--- config.mk ---
export PLATFORM = sky130hd
export DESIGN_NAME = goe
export DESIGN_NICKNAME = d
export VERILOG_FILES = /design/src/rtl/goe.sv
export SDC_FILE = /design/constraint.sdc
export NUM_CORES = 1
export LEC_CHECK = 0
export CAP_MARGIN = 20
export CORE_AREA = 3 3 261 263
export DETAILED_ROUTE_END_ITERATION = 16
export DIE_AREA = 0 0 264 266
export GPL_TIMING_DRIVEN = 0
export SYNTH_ARGS = -nofsm -noshare
export SYNTH_HDL_FRONTEND = slang
export SYNTH_SLANG_ARGS = --single-unit
--- constraint.sdc ---
create_clock -name clk -period 3.22 [get_ports clk]
set_input_delay 0.966 -clock clk [delete_from_list [all_inputs] [get_ports clk]]
set_output_delay 0.966 -clock clk [all_outputs]
set_load 0.03 [all_outputs]
--- src/rtl/goe.sv ---
// goe -- global output engine.
// Takes the packet word stream coming out of ebm and steers each packet to
// output port 0, port 1 or both. The head word's outport bitmap picks the
// ports. Packets with no destination are dropped. Packets whose destination
// is almost-full when the head arrives are also dropped. Forwarding is
// cut-through with one register stage and no packet buffer.
//
// Ports:
//   clk, rst_n                      clock, asynchronous active-low reset
//   in_goe_data/_data_wr            134-bit word + strobe ([133:132] 01 head, 11 body, 10 tail)
//   in_goe_valid/_valid_wr          packet-good flag + end-of-packet strobe (with tail)
//   out_goe_alf                     combinational OR of the two port almost-fulls
//   out_goe_data{0,1}/_data_wr{0,1} per-port word + strobe (registered)
//   out_goe_valid{0,1}/_valid_wr{0,1} per-port packet-good flag + end-of-packet strobe
//   in_goe_port{0,1}_alf            per-port almost-full
//   goe_*_cnt                       wrapping statistics counters read by lcm
module goe #(
  parameter int OUTPORT_LSB = 120,
  parameter int CNT_W       = 64
) (
  input  logic             clk,
  input  logic             rst_n,
  input  logic [133:0]     in_goe_data,
  input  logic             in_goe_data_wr,
  input  logic             in_goe_valid,
  input  logic             in_goe_valid_wr,
  output logic             out_goe_alf,
  output logic [133:0]     out_goe_data0,
  output logic [133:0]     out_goe_data1,
  output logic             out_goe_data_wr0,
  output logic             out_goe_data_wr1,
  output logic             out_goe_valid0,
  output logic             out_goe_valid1,
  output logic             out_goe_valid_wr0,
  output logic             out_goe_valid_wr1,
  input  logic             in_goe_port0_alf,
  input  logic             in_goe_port1_alf,
  output logic [CNT_W-1:0] goe_pktin_cnt,
  output logic [CNT_W-1:0] goe_port0out_cnt,
  output logic [CNT_W-1:0] goe_port1out_cnt,
  output logic [CNT_W-1:0] goe_discard_cnt
);
  typedef enum logic [1:0] {IDLE, FWD, DISC} state_t;

  state_t     state;
  logic [1:0] dst;
  logic [1:0] bm, alf;
  logic       is_head, is_tail;
  logic       good;

  assign bm          = in_goe_data[OUTPORT_LSB+1:OUTPORT_LSB];
  assign alf         = {in_goe_port1_alf, in_goe_port0_alf};
  assign out_goe_alf = |alf;
  assign is_head     = in_goe_data_wr && (in_goe_data[133:132] == 2'b01);
  assign is_tail     = in_goe_data_wr && (in_goe_data[133:132] == 2'b10);
  // A tail without its end-of-packet strobe is closed as an abort (valid=0).
  assign good        = in_goe_valid && in_goe_valid_wr;

  always_ff @(posedge clk or negedge rst_n) begin
    if (!rst_n) begin
      state             <= IDLE;
      dst               <= 2'b00;
      out_goe_data0     <= '0;
      out_goe_data1     <= '0;
      out_goe_data_wr0  <= 1'b0;
      out_goe_data_wr1  <= 1'b0;
      out_goe_valid0    <= 1'b0;
      out_goe_valid1    <= 1'b0;
      out_goe_valid_wr0 <= 1'b0;
      out_goe_valid_wr1 <= 1'b0;
      goe_pktin_cnt     <= '0;
      goe_port0out_cnt  <= '0;
      goe_port1out_cnt  <= '0;
      goe_discard_cnt   <= '0;
    end else begin
      out_goe_data_wr0  <= 1'b0;
      out_goe_data_wr1  <= 1'b0;
      out_goe_valid0    <= 1'b0;
      out_goe_valid1    <= 1'b0;
      out_goe_valid_wr0 <= 1'b0;
      out_goe_valid_wr1 <= 1'b0;

      // Every head is counted as accepted, whatever happens to it afterwards.
      if (is_head) goe_pktin_cnt <= goe_pktin_cnt + CNT_W'(1);

      if (in_goe_data_wr) begin
        case (state)
          IDLE: begin
            if (is_head) begin
              // Multicast is all-or-nothing: any selected port almost-full drops it.
              if (bm == 2'b00 || (bm & ~alf) != bm) begin
                state           <= DISC;
                goe_discard_cnt <= goe_discard_cnt + CNT_W'(1);
              end else begin
                dst   <= bm;
                state <= FWD;
                if (bm[0]) begin out_goe_data_wr0 <= 1'b1; out_goe_data0 <= in_goe_data; end
                if (bm[1]) begin out_goe_data_wr1 <= 1'b1; out_goe_data1 <= in_goe_data; end
              end
            end
          end
          FWD: begin
            if (is_head) begin
              // Close the open packet with a bad end-of-packet and drop the new head.
              out_goe_valid_wr0 <= dst[0];
              out_goe_valid_wr1 <= dst[1];
              goe_discard_cnt   <= goe_discard_cnt + CNT_W'(1);
              state             <= DISC;
            end else begin
              if (dst[0]) begin out_goe_data_wr0 <= 1'b1; out_goe_data0 <= in_goe_data; end
              if (dst[1]) begin out_goe_data_wr1 <= 1'b1; out_goe_data1 <= in_goe_data; end
              if (is_tail) begin
                out_goe_valid_wr0 <= dst[0];
                out_goe_valid_wr1 <= dst[1];
                out_goe_valid0    <= dst[0] & good;
                out_goe_valid1    <= dst[1] & good;
                if (dst[0]) goe_port0out_cnt <= goe_port0out_cnt + CNT_W'(1);
                if (dst[1]) goe_port1out_cnt <= goe_port1out_cnt + CNT_W'(1);
                state <= IDLE;
              end
            end
          end
          DISC: begin
            if (is_head)      goe_discard_cnt <= goe_discard_cnt + CNT_W'(1);
            else if (is_tail) state <= IDLE;
          end
          default: state <= IDLE;
        endcase
      end
    end
  end
endmodule

# After elaboration in Yosys (flattened, before gate mapping)
# Index checks and enable logic that the tools add are counted.
totals:
  reg_bits: 534
  output_inout_bits: 531
  input_bits: 141
  elab_cells: 108
classes:
  reduce_logical: 17
  addsub: 4
  bitwise_logic: 6
  n_mux: 52
  eq_ne: 15
op_table:
  columns: ["cell", "count"]
  rows:
  - ["$mux 134", 10]
  - ["$pmux 134 s2", 2]
  - ["$add 64x1->64 const B", 4]
  - ["$mux 64", 3]
  - ["$pmux 64 s2", 1]
  - ["$mux 1", 28]
  - ["$ne 2x2->1 const B", 9]
  - ["$reduce_and 5->1", 3]
  - ["$reduce_and 7->1", 2]
  - ["$mux 2", 5]
  - ["$pmux 2 s3", 1]
  - ["$eq 2x1->1 const B", 2]
  - ["$eq 2x2->1 const B", 2]
  - ["$logic_not 2->1", 2]
  - ["$pmux 1 s2", 2]
  - ["$reduce_and 4->1", 1]
  - ["$reduce_bool 2->1", 2]
  - ["$reduce_or 2->1", 2]
  - ["$logic_and 1x1->1", 3]
  - ["$reduce_and 3->1", 1]
  - ["$and 1x1->1", 2]
  - ["$and 2x2->2", 1]
  - ["$ne 2x1->1 const B", 1]
  - ["$ne 2x2->1", 1]
  - ["3 further kinds", 4]

# Logic depth before layout (Yosys ltp)
# Gate-level depths: netlist (run 1).
depth:
  ltp_word: 8
  ltp_mapped: 10
  ltp_nobuf: 7

# Worst setup path after synthesis (run 1)
# Ideal clock, no wire load.
synth_timing:
  kind: "in2reg"
  from: "input port in_goe_port0_alf"
  to: "register out_goe_data0[100]"
  path_buffers: 2
  arrival_time_ns: 2.644
  required_ns: 3.092
  setup_slack_ns: 0.448
  stages: 6
  setup_ns: 0.128
  cell_sequence: "a22o_1 or4_4 a21oi_4 buf_4 buf_4 mux2_1"
synth_between:
  elab_chain_cells: 6
synth_lines:
  columns: ["item", "line_no", "rtl"]
  rows:
  - ["start: declaration", "36", "input logic in_goe_port0_alf,"]
  - ["$not 2->2", "91", "if (bm == 2'b00 || (bm & ~alf) != bm) begin"]
  - ["$and 2x2->2", "91", null]
  - ["$ne 2x2->1", "91", null]
  - ["$logic_or 1x1->1", "91", null]
  - ["$ne 2x2->1 (no line)", null, null]
  - ["$reduce_and 7->1 (no line)", null, null]
  - ["end signal: assignment", "63", "out_goe_data0 <= '0;"]
  - ["end signal: assignment", "97", "if (bm[0]) begin out_goe_data_wr0 <= 1'b1; out_goe_data0 <= in_goe_data; end"]
  - ["end signal: assignment", "110", "if (dst[0]) begin out_goe_data_wr0 <= 1'b1; out_goe_data0 <= in_goe_data; end"]
  - ["end: declaration", "28", "output logic [133:0] out_goe_data0,"]
# No other way between the ends.
# A chain may end at the register's enable or synchronous reset.

# Worst setup path in the final report (run 1)
layout_timing:
  from: "input port in_goe_data[121]"
  to: "register goe_discard_cnt[48]"
layout_between:
  elab_chain_cells: 5
  elab_cells_between_ends: 6
  classes_between: "2 x eq/ne; 1 x bitwise; 3 x reduce/logical"
layout_lines:
  columns: ["item", "line_no", "rtl"]
  rows:
  - ["start: declaration", "23", "input logic [133:0] in_goe_data,"]
  - ["$and 2x2->2", "91", null]
  - ["$ne 2x2->1", "91", null]
  - ["$logic_or 1x1->1 (*)", "91", null]
  - ["$ne 2x2->1 (no line) (*)", null, null]
  - ["$reduce_and 5->1 (no line) (*)", null, null]
  - ["end signal: assignment", "93", "goe_discard_cnt <= goe_discard_cnt + CNT_W'(1);"]
  - ["end signal: assignment", "107", "goe_discard_cnt <= goe_discard_cnt + CNT_W'(1);"]
  - ["end signal: assignment", "124", "if (is_head) goe_discard_cnt <= goe_discard_cnt + CNT_W'(1);"]
  - ["end: declaration", "41", "output logic [CNT_W-1:0] goe_discard_cnt"]
# Every way passes the cells marked *; elsewhere a longest branch is shown, timed or not.

==> reports/qor.yml, run 1 <==
htree_levels: 2
die_area_mm2: 0.07022
ctsRootBufferMaster: "clkbuf_16"
wl_per_cell_um: 21.96
multiInputGateArea_mm2: 0.008645
clockBufferDepth: 3
setup_viol_count_final: 0
period_minus_slack_ns: 3.046
relSlewSlack_pct: 34.63
r2r_end: "goe_port1out_cnt[31]$_DFFE_PN0P_"
hold_viol: 0
hold_slack_ns: 0.1887
synthToLayoutAreaGrowth_pct: 45.06
route.met3.wl_um: 6138
floorplan.rows: 94
die_h_um: 266
syn_inst: 1751
synth_top_family_by_area: "simple AND/OR/NAND/NOR gates"
grt_pass1_vias: 17500
synth_seq_area_share_pct: 59.75
hpwl_um: 57760
async_reset_ff_share_pct: 100.0
netlist_area_mm2: 0.02236
drt_iter0_drc: 834
top_layer_used: "met5"
ant_nets: 0
drt-pass1-iter-count: 5
cap_violations: 0
r2r_start: "state[1]$_DFFE_PN0P_"
finalCoreUtilization_pct: 49.25
yosysTopAreaCell: "dfrtp_1"
tightest_slew_ns: 0.9716
cts_made_buffers: 60
cp_data_required_time_ns: 3.74
placed_cells: 3291
cp.arrival_ns: 3.57
avgSynthCellArea_um2: 12.77
irDropWorstVdd_mv: 0.6310
grt_pass1_wl_um: 112200
clk_pin_slew_ns: 0.06
synth.top_cells.by_area: "dfrtp_1 60%, mux2_2 8.7%, xor2_1 5.0%"
synthAdderAreaFrac_pct: 0.4476
die_w_um: 264
core_region_area_mm2: 0.06586
start_kind: "input pin"
wl_met2_um: 36520
synthXorXnorAreaFrac_pct: 9.909
routed_wirelength_um: 74780
synth-seq-cells: 534
vias: 16750
dpl-instance-area_mm2: 0.03030
setup.worst_path.end_class: "flip-flop"
fillers: 5819
synth-edff-count: 0
grt_max_degree: 119
p_per_area_mw_per_mm2: 819.9
synth-compound-area-share_pct: 0.6770
clock_sinks: 534
period_share_pct: 94.59
min_path_type: "in2async"
clk_latency_ns: 0.60
synthMuxAreaShare_pct: 13.54
synth.top_cell.area_share_pct: 59.75
io_buffer_count: 671
gp_congestion: 0.8323
antenna_found_initial: 2
drive_gt1_share_pct: 13.46
grtUsageTotal_pct: 20.72
stdcell_count: 3405
synth-simple-area-share_pct: 13.89
synth-main-ff-cell: "dfrtp_1"
nets: 2641
crit_type: "in2reg"
stdcell_area_mm2: 0.03244
clock_skew_ns: 0.01592
leakagePower_nw: 14.25
ys_warn_count: 0
initial_utilization_pct: 33.95
synth_nets: 1900
synth_cell_type_count: 48
rsz0062_at_grt: "false"
vias_per_cell: 4.919
pin_count: 672
regArea_mm2: 0.01336
status: "finished, final reports clean"
final_cell_mix: "667 x clkdlybuf4s50_1, 534 x dfrtp_1, 172 x mux2_2"
clock.fmax_mhz: 328.3
cts_tree: "done"
final_common_cell: "clkdlybuf4s50_1"
wl_met1_um: 30000
reg2reg_slack_ns: 0.28
drc: 0
crit_fanout: 10
drv_slew: 0
grt-ovfl-total: 0
reg2reg_depth: 8
ctsHoldBuffers: 0
==> metrics by stage <==
step	setup slack, ns	power [mW]	TNS (ns)
2_1_floorplan	0.4480	14.67	0
3_3_place_gp	-22.42	19.59	-
3_5_place_dp	-1.129	19.73	-312.26
4_1_cts	0.01090	26.93	0
5_1_grt	0.004736	27.73	0
6_report	0.1743	26.60	0
==> flip-flops by register name (all words and copies together) (netlist names) <==
| register | cells |
|---|---|
| out_goe_data0 | 134 |
| out_goe_data1 | 134 |
| goe_discard_cnt | 64 |
| goe_pktin_cnt | 64 |
| goe_port0out_cnt | 64 |
| goe_port1out_cnt | 64 |
| dst | 2 |
| state | 2 |
| out_goe_data_wr0 | 1 |
| out_goe_data_wr1 | 1 |
| out_goe_valid0 | 1 |
| out_goe_valid1 | 1 |
| out_goe_valid_wr0 | 1 |
| out_goe_valid_wr1 | 1 |
==> cell families (layout without fill, tap and decap cells) <==
| kind of cell | count (synthesis) | in the layout |
|---|---|---|
| muxes | 269 | 269 |
| DFF | 534 | 534 |
| other | 0 | 1 |
| xor gates and xnor gates | 253 | 253 |
| and+or+nand+nor | 582 | 582 |
| AOI/OAI and AO/OA | 19 | 19 |
| adders and majority gates | 8 | 8 |
| buffers and inverters | 86 | 875 |
==> how the worst max path moves through the flow <==
stage	end	depth (start not counted)	start	slack [ns]
global placement	goe_port1out_cnt[37]$_DFFE_PN0P_	1	rst_n	-22.42
floorplan	out_goe_data0[100]$_DFFE_PN0P_	6	in_goe_port0_alf	0.45
detailed placement	out_goe_data1[130]$_DFFE_PN0P_	7	in_goe_data[121]	-1.13
global route	goe_discard_cnt[48]$_DFFE_PN0P_	7	in_goe_data[121]	0.005
finish	goe_discard_cnt[48]$_DFFE_PN0P_	7	in_goe_data[121]	0.17
CTS	goe_port1out_cnt[52]$_DFFE_PN0P_	7	in_goe_data[133]	0.01
==> final cells by class <==
class	instances	area share (%)
well taps	864	3.332
clock buffers	87	5.531
clock inverters	23	0.7714
inverters	46	0.5323
plain buffers	39	0.6827
repair buffers	680	21.30
diodes	1	0.007714
flip-flops and latches	534	41.19
multi-input cells	1131	26.65
==> per-layer routing <==
metal / vias to the layer above / global-route usage [%]
met5: - / 0
met4: 2 / 5.735
met3: 106 / 7.009
met2: 544 / 35.28
met1: 8472 / 25.12
li1: 7626 / -
==> synth_stat cells (all sizes together), types with 4 or more instances <==
cell / number
buf: 34
ha: 8
clkbuf: 6
xor2: 127
or4: 5
nor2: 95
xnor2: 126
dfrtp: 534
nand2: 115
and4: 21
nand4b: 5
inv: 46
and2: 15
nand4: 83
and3: 28
or2: 4
nor4: 40
or3: 5
nand3: 82
o21ai: 5
a21oi: 4
nor3: 73
mux2: 268
==> where the power goes <==
| part | internal [mW] | switching, mW | total [mW] |
|---|---|---|---|
| Clock | 4.24 | 2.79 | 7.03 |
| Combinational | 4.32 | 5.85 | 10.2 |
| Sequential | 8.44 | 0.957 | 9.40 |
| Total | 17.0 | 9.59 | 26.6 |
==> repair_timing <==
| action | in CTS | in global routing |
|---|---|---|
| gates resized for setup | 6 | 5 |
| pin swaps | 2 | 2 |
| buffers inserted | 2 | 2 |
| cloned | 0 | 0 |
| endpoints found under the setup margin | 287 | 29 |
==> critical path, stage by stage <==
cell and delay (ns):
dlygate4sd2_1 0.39, o21ai_0 0.67, o2111a_2 0.40, nand4_2 0.35
clkbuf_1 0.37, nor3_1 0.25, xor2_1 0.16
(Power assumes the default switching activity.)
==> run 2: changes to the inputs <==
CTS_BUF_LIST = sky130_fd_sc_hd__clkbuf_2 sky130_fd_sc_hd__clkbuf_4 sky130_fd_sc_hd__clkbuf_8   (was unset)
PLACE_DENSITY = 0.66   (was unset)
==> reports/qor.yml, run 2 (synthesized netlist as in run 1, its figures left out) <==
hpwl_um: 55950  # -3.1%
drt_iter0_drc: 928  # +11%
clk_latency_ns: 0.67  # +0.07 ns
crit_type: "in2reg"
clock_skew_ns: 0.03337  # +0.01745 ns
die_area_mm2: 0.07022  # unchanged
initial_utilization_pct: 33.95  # unchanged
irDropWorstVdd_mv: 0.6355  # +0.71%
finalCoreUtilization_pct: 49.18  # -0.070 points
synthToLayoutAreaGrowth_pct: 44.86
vias: 17100  # +2.1%
die_h_um: 266  # unchanged
drive_gt1_share_pct: 15.76  # +2.3 points
grt_pass1_wl_um: 111300  # -0.85%
slowest_delay_ns: 0.63  # -0.04 ns
grtUsageTotal_pct: 20.27  # -0.45 points
ant_nets: 0  # unchanged
cp.arrival_ns: 3.74  # +0.17 ns
start_kind: "input pin"
status: "finished, final reports clean"
htree_levels: 3  # +1
critical_path.top_delay_family: "buffers and inverters"
pin_count: 672  # unchanged
p_sw_mw: 9.503  # -0.95%
leakagePower_nw: 14.29  # +0.31%
power_mw: 26.10  # -1.9%
floorplan.rows: 94  # unchanged
worstPathCellList: "clkdlybuf4s50_1 -> a22o_2 -> or4_4 -> a21oi_4 -> buf_12 -> buf_2 -> mux2_2"
drv_slew: 0  # unchanged
cts_made_buffers: 96  # +60%
ctsHoldBuffers: 0  # unchanged
p_clk_share_pct: 25.5  # -0.9 points
tightest_slew_ns: 1.034  # +0.06251 ns
antenna_found_initial: 4  # +2
io_buffer_count: 671  # unchanged
final_cell_mix: "668 x clkdlybuf4s50_1, 534 x dfrtp_1, 172 x mux2_2"
cp_data_required_time_ns: 3.76  # +0.02 ns
seqPwrFrac_pct: 36.1  # +0.8 points
switching_share_pct: 36.41  # +0.34 points
gp_congestion: 0.8657  # +4.0%
nets: 2673  # +1.2%
hold_viol: 0  # unchanged
p_per_area_mw_per_mm2: 805.7  # -1.7%
rsz0062_at_grt: "true"
period_minus_slack_ns: 3.202  # +0.1564 ns
placed_cells: 3290  # -0.030%
drc: 0  # unchanged
relSlewSlack_pct: 30.42  # -4.2 points
clock_sinks: 534  # unchanged
routed_wirelength_um: 73120  # -2.2%
core_region_area_mm2: 0.06586  # unchanged
setup_viol_count_final: 0  # unchanged
die_w_um: 264  # unchanged
ctsRootBufferMaster: "clkbuf_8"
clk_pin_slew_ns: 0.06  # about the same
cap_violations: 0  # unchanged
wl_per_cell_um: 21.12  # -3.8%
top_regs: "out_goe_data0 x134, out_goe_data1 x134"
cts_tree: "done"
clockBufferDepth: 3  # unchanged
grt_pass1_vias: 18040  # +3.1%
vias_per_cell: 4.939  # +0.40%
grt-ovfl-total: 0  # unchanged
final_common_cell: "clkdlybuf4s50_1"
cp_num_buf_inv: 3  # +1
pwr-share-comb_pct: 38.4  # +0.2 points
min_path_type: "in2async"
p_int_mw: 16.60  # -2.4%
drt-pass1-iter-count: 5  # unchanged
period_share_pct: 99.45  # +4.9 points
clock.fmax_mhz: 312.3  # -4.9%
grt_max_degree: 124  # +4.2%
stdcell_count: 3462  # +1.7%
fillers: 5768  # -0.88%
crit_fanout: 10  # unchanged
setup.worst_path.end_class: "flip-flop"
slowest_stage: "clkdlybuf4s50_1"
run 2: cell types whose count changed in the layout (fill, tap and decap cells not counted), moves of 2 or more:
cell and change:
clkbuf_8 +104, clkbuf_16 -61, clkbuf_4 +32, clkbuf_1 -10, bufinv_16 -4, clkinv_2 -4
inv_8 +4, dlygate4sd2_1 -2
run 2: path summary, 6_finish.rpt:
path                                           startpoint                               end  slack, ns  cells after the start
max                                      in_goe_data[120]     out_goe_data0[67]$_DFFE_PN0P_       0.02                      7
min in group clk           out_goe_data1[131]$_DFFE_PN0P_    out_goe_data1[131]$_DFFE_PN0P_       0.48                      1
max in group asynchronous                           rst_n      out_goe_data1[2]$_DFFE_PN0P_       1.31                      3
min                                                 rst_n     goe_pktin_cnt[55]$_DFFE_PN0P_       0.29                      1
max reg2reg                          state[1]$_DFFE_PN0P_  goe_port1out_cnt[31]$_DFFE_PN0P_       0.17                      8
min reg2reg                out_goe_data1[131]$_DFFE_PN0P_    out_goe_data1[131]$_DFFE_PN0P_       0.48                      1
run 2: worst register-to-register path, delay by kind of cell, from the launching register on:
family                   cells  cell delay [ns]
AND/OR/NAND/NOR              4             1.83
flip-flops                   1             0.41
buffers and inverters        2             0.35
adder cells (fa/ha/maj)      1             0.23
XOR/XNOR                     1             0.17
run 2: area by class of cell:
type | instances | area [µm²] | share of cell area [%]
Sequential cell | 534 | 13360 | 41.25
Multi-Input combinational cell | 1131 | 8636 | 26.66
Timing Repair Buffer | 677 | 6873 | 21.22
Clock buffer | 153 | 1906 | 5.883
Tap cell | 864 | 1081 | 3.337
Buffer | 38 | 220.2 | 0.6798
Inverter | 46 | 172.7 | 0.5330
Clock inverter | 17 | 137.6 | 0.4249
Antenna cell | 2 | 5.005 | 0.01545
run 2: through the flow:
| stage | setup WS, ns | hold WS (ns) | setup TNS (ns) | cell area (µm²) |
|---|---|---|---|---|
| final | 0.01784 | 0.2877 | 0 | 32390 |
| after global routing | -0.02195 | 0.2632 | -0.07143 | 32390 |
| after CTS | 0.02590 | 0.2258 | 0 | 32370 |
| after detailed placement | -1.191 | 0.4717 | -333.29 | 30280 |
| after global placement | -21.97 | 0.4584 | - | 30160 |
| after floorplan | 0.4480 | 0.4662 | 0 | 22360 |
run 2: layer usage:
metal / part of all wire (%) / up-vias / GRT usage [%]
met5: 0.018 / - / 0
met1: 39 / 8637 / 23.53
li1: - / 7717 / -
met3: 7.9 / 120 / 6.870
met2: 51 / 623 / 35.62
met4: 2.5 / 2 / 5.883
run 2: what timing repair did:
action | 4_1_cts | 5_1_grt
resized for setup | 5 | 6
pin swaps | 2 | 1
endpoints found under the setup margin | 285 | 37
setup buffers | 2 | 0
gates cloned | 0 | 0
run 2: power by group through the flow:
stage | clock network (mW) | registers [mW] | logic (mW)
finish | 6.66 | 9.43 | 10.0
global route | 7.23 | 9.64 | 10.4
CTS | 6.89 | 9.43 | 10.1
detailed placement | 0 | 9.52 | 10.1
global placement | 0 | 9.47 | 10.0
floorplan | 0 | 12.8 | 1.86
==> run 3: changes to the inputs <==
clock period = 3.2 ns   (was 3.22 ns; I/O delays follow)
==> reports/qor.yml, run 3 (synthesized netlist as in run 1, its figures left out) <==
status: "finished, violations left"
violations: "negative setup slack"
synthToLayoutAreaGrowth_pct: 45.12
floorplan.rows: 94  # unchanged
htree_levels: 3  # unchanged
nets: 2679  # +0.22%
start_kind: "input pin"
initial_utilization_pct: 33.95  # unchanged
grt_max_degree: 124  # unchanged
rsz0062_at_grt: "false"
post-place-ws_ns: -1.205  # -0.01400 ns
vias_per_cell: 4.928  # -0.21%
drv_slew: 0  # unchanged
grtUsageTotal_pct: 20.27  # unchanged
clk_latency_ns: 0.67  # about the same
drive_gt1_share_pct: 15.99  # +0.23 points
ctsRootBufferMaster: "clkbuf_8"
drc: 0  # unchanged
die_area_mm2: 0.07022  # unchanged
reg2reg_depth: 8  # unchanged
top_regs: "out_goe_data0 x134, out_goe_data1 x134"
reg2reg_slack_ns: 0.24  # +0.07 ns
pin_count: 672  # unchanged
grt_pass1_wl_um: 111300  # unchanged
vias: 17090  # -0.041%
die_h_um: 266  # unchanged
hold_viol: 0  # unchanged
crit_fanout: 10  # unchanged
leakagePower_nw: 14.33  # +0.27%
final_common_cell: "clkdlybuf4s50_1"
clock.fmax_mhz: 312.2
dpl-instance-area_mm2: 0.03028  # unchanged
drt-pass1-iter-count: 5  # unchanged
min_path_type: "in2async"
ctsHoldBuffers: 0  # unchanged
setup_slack_ns: -0.002741  # -0.02058 ns
clk_pin_slew_ns: 0.06  # about the same
crit_type: "in2reg"
p_per_area_mw_per_mm2: 809.4  # +0.45%
wl_per_cell_um: 21.10  # -0.10%
cts_tree: "done"
clock_skew_ns: 0.03407  # +0.0006962 ns
setup.worst_path.end_class: "flip-flop"
cts_made_buffers: 96  # unchanged
io_buffer_count: 671  # unchanged
r2r_start: "state[1]$_DFFE_PN0P_"
routed_wirelength_um: 73170  # about the same
fillers: 5764  # -0.069%
stdcell_area_mm2: 0.03245  # +0.18%
tightest_slew_ns: 1.013  # -0.02155 ns
period_share_pct: 100.1
core_region_area_mm2: 0.06586  # unchanged
clock_sinks: 534  # unchanged
period_minus_slack_ns: 3.203
cp.arrival_ns: 3.71  # -0.03 ns
cap_violations: 0  # unchanged
die_w_um: 264  # unchanged
clockBufferDepth: 3  # unchanged
ant_nets: 0  # unchanged
r2r_end: "goe_port1out_cnt[52]$_DFFE_PN0P_"
gp_congestion: 0.8657  # unchanged
cp_data_required_time_ns: 3.71  # -0.05 ns
relSlewSlack_pct: 31.87  # +1.5 points
grt_pass1_vias: 18040  # unchanged
drt_iter0_drc: 834  # -10%
antenna_found_initial: 4  # unchanged
hpwl_um: 55950  # unchanged
irDropWorstVdd_mv: 0.6414  # +0.93%
setup_viol_count_final: 2  # +2
grt-ovfl-total: 0  # unchanged
final_cell_mix: "668 x clkdlybuf4s50_1, 534 x dfrtp_1, 172 x mux2_2"
finalSetupTns_ns: -0.004485  # -0.004485 ns
run 3: timing repair:
item                                    CTS  global route
endpoints found under the setup margin  288            55
cloned                                    0             0
hold endpoints to repair                  0             0
gates resized for setup                   5             9
buffers inserted                          2             6
pin swaps                                 2             3
run 3: critical path, stage by stage:
cell and delay [ns]:
clkdlybuf4s50_1 0.63, a22o_2 0.45, or4_4 0.56, a21oi_4 0.27, buf_4 0.25, buf_4 0.24, mux2_1 0.34
run 3: metal layers:
metal | vias to the layer above | GRT usage [%] | share of wire (%)
li1 | 7719 | - | -
met1 | 8640 | 23.53 | 39
met2 | 619 | 35.62 | 51
met3 | 112 | 6.870 | 7.9
met4 | 2 | 5.883 | 2.5
met5 | - | 0 | 0.018
run 3: cell type report:
| class | count | area [µm²] | area share, % |
|---|---|---|---|
| multi-input cells | 1131 | 8647 | 26.65 |
| repair buffers | 683 | 6918 | 21.32 |
| plain buffers | 38 | 222.7 | 0.6863 |
| flip-flops and latches | 534 | 13360 | 41.18 |
| clock buffers | 153 | 1906 | 5.872 |
| clock inverters | 17 | 137.6 | 0.4241 |
| well taps | 864 | 1081 | 3.331 |
| diodes | 2 | 5.005 | 0.01542 |
| inverters | 46 | 172.7 | 0.5321 |
run 3: worst max path at each step:
stage / from / endpoint / slack (ns) / cells after the start
finish: in_goe_data[120] / out_goe_data0[88]$_DFFE_PN0P_ / -0.003 / 7
global route: state[1]$_DFFE_PN0P_ / goe_port1out_cnt[60]$_DFFE_PN0P_ / 0.02 / 8
CTS: in_goe_data[133] / goe_port1out_cnt[52]$_DFFE_PN0P_ / 0.01 / 7
detailed placement: in_goe_data[121] / out_goe_data1[82]$_DFFE_PN0P_ / -1.21 / 6
global placement: rst_n / goe_discard_cnt[25]$_DFFE_PN0P_ / -21.99 / 1
floorplan: in_goe_port0_alf / out_goe_data0[100]$_DFFE_PN0P_ / 0.43 / 6
run 3: metrics by stage:
stage	hold WS [ns]	std cells	util, %	power [mW]
global route	0.2572	3467	49.27	27.46
CTS	0.2198	3462	49.14	26.63
floorplan	0.4662	1751	-	14.76
finish	0.2905	3468	49.27	26.27
global placement	0.4584	3286	45.79	19.59
detailed placement	0.4717	3290	45.97	19.73
run 3: power by group:
| group | internal [mW] | switching, mW | leakage, nW |
|---|---|---|---|
| clock network | 3.86 | 2.84 | 1.10 |
| logic | 4.35 | 5.73 | 6.39 |
| registers | 8.50 | 0.990 | 6.84 |
| total | 16.7 | 9.56 | 14.3 |
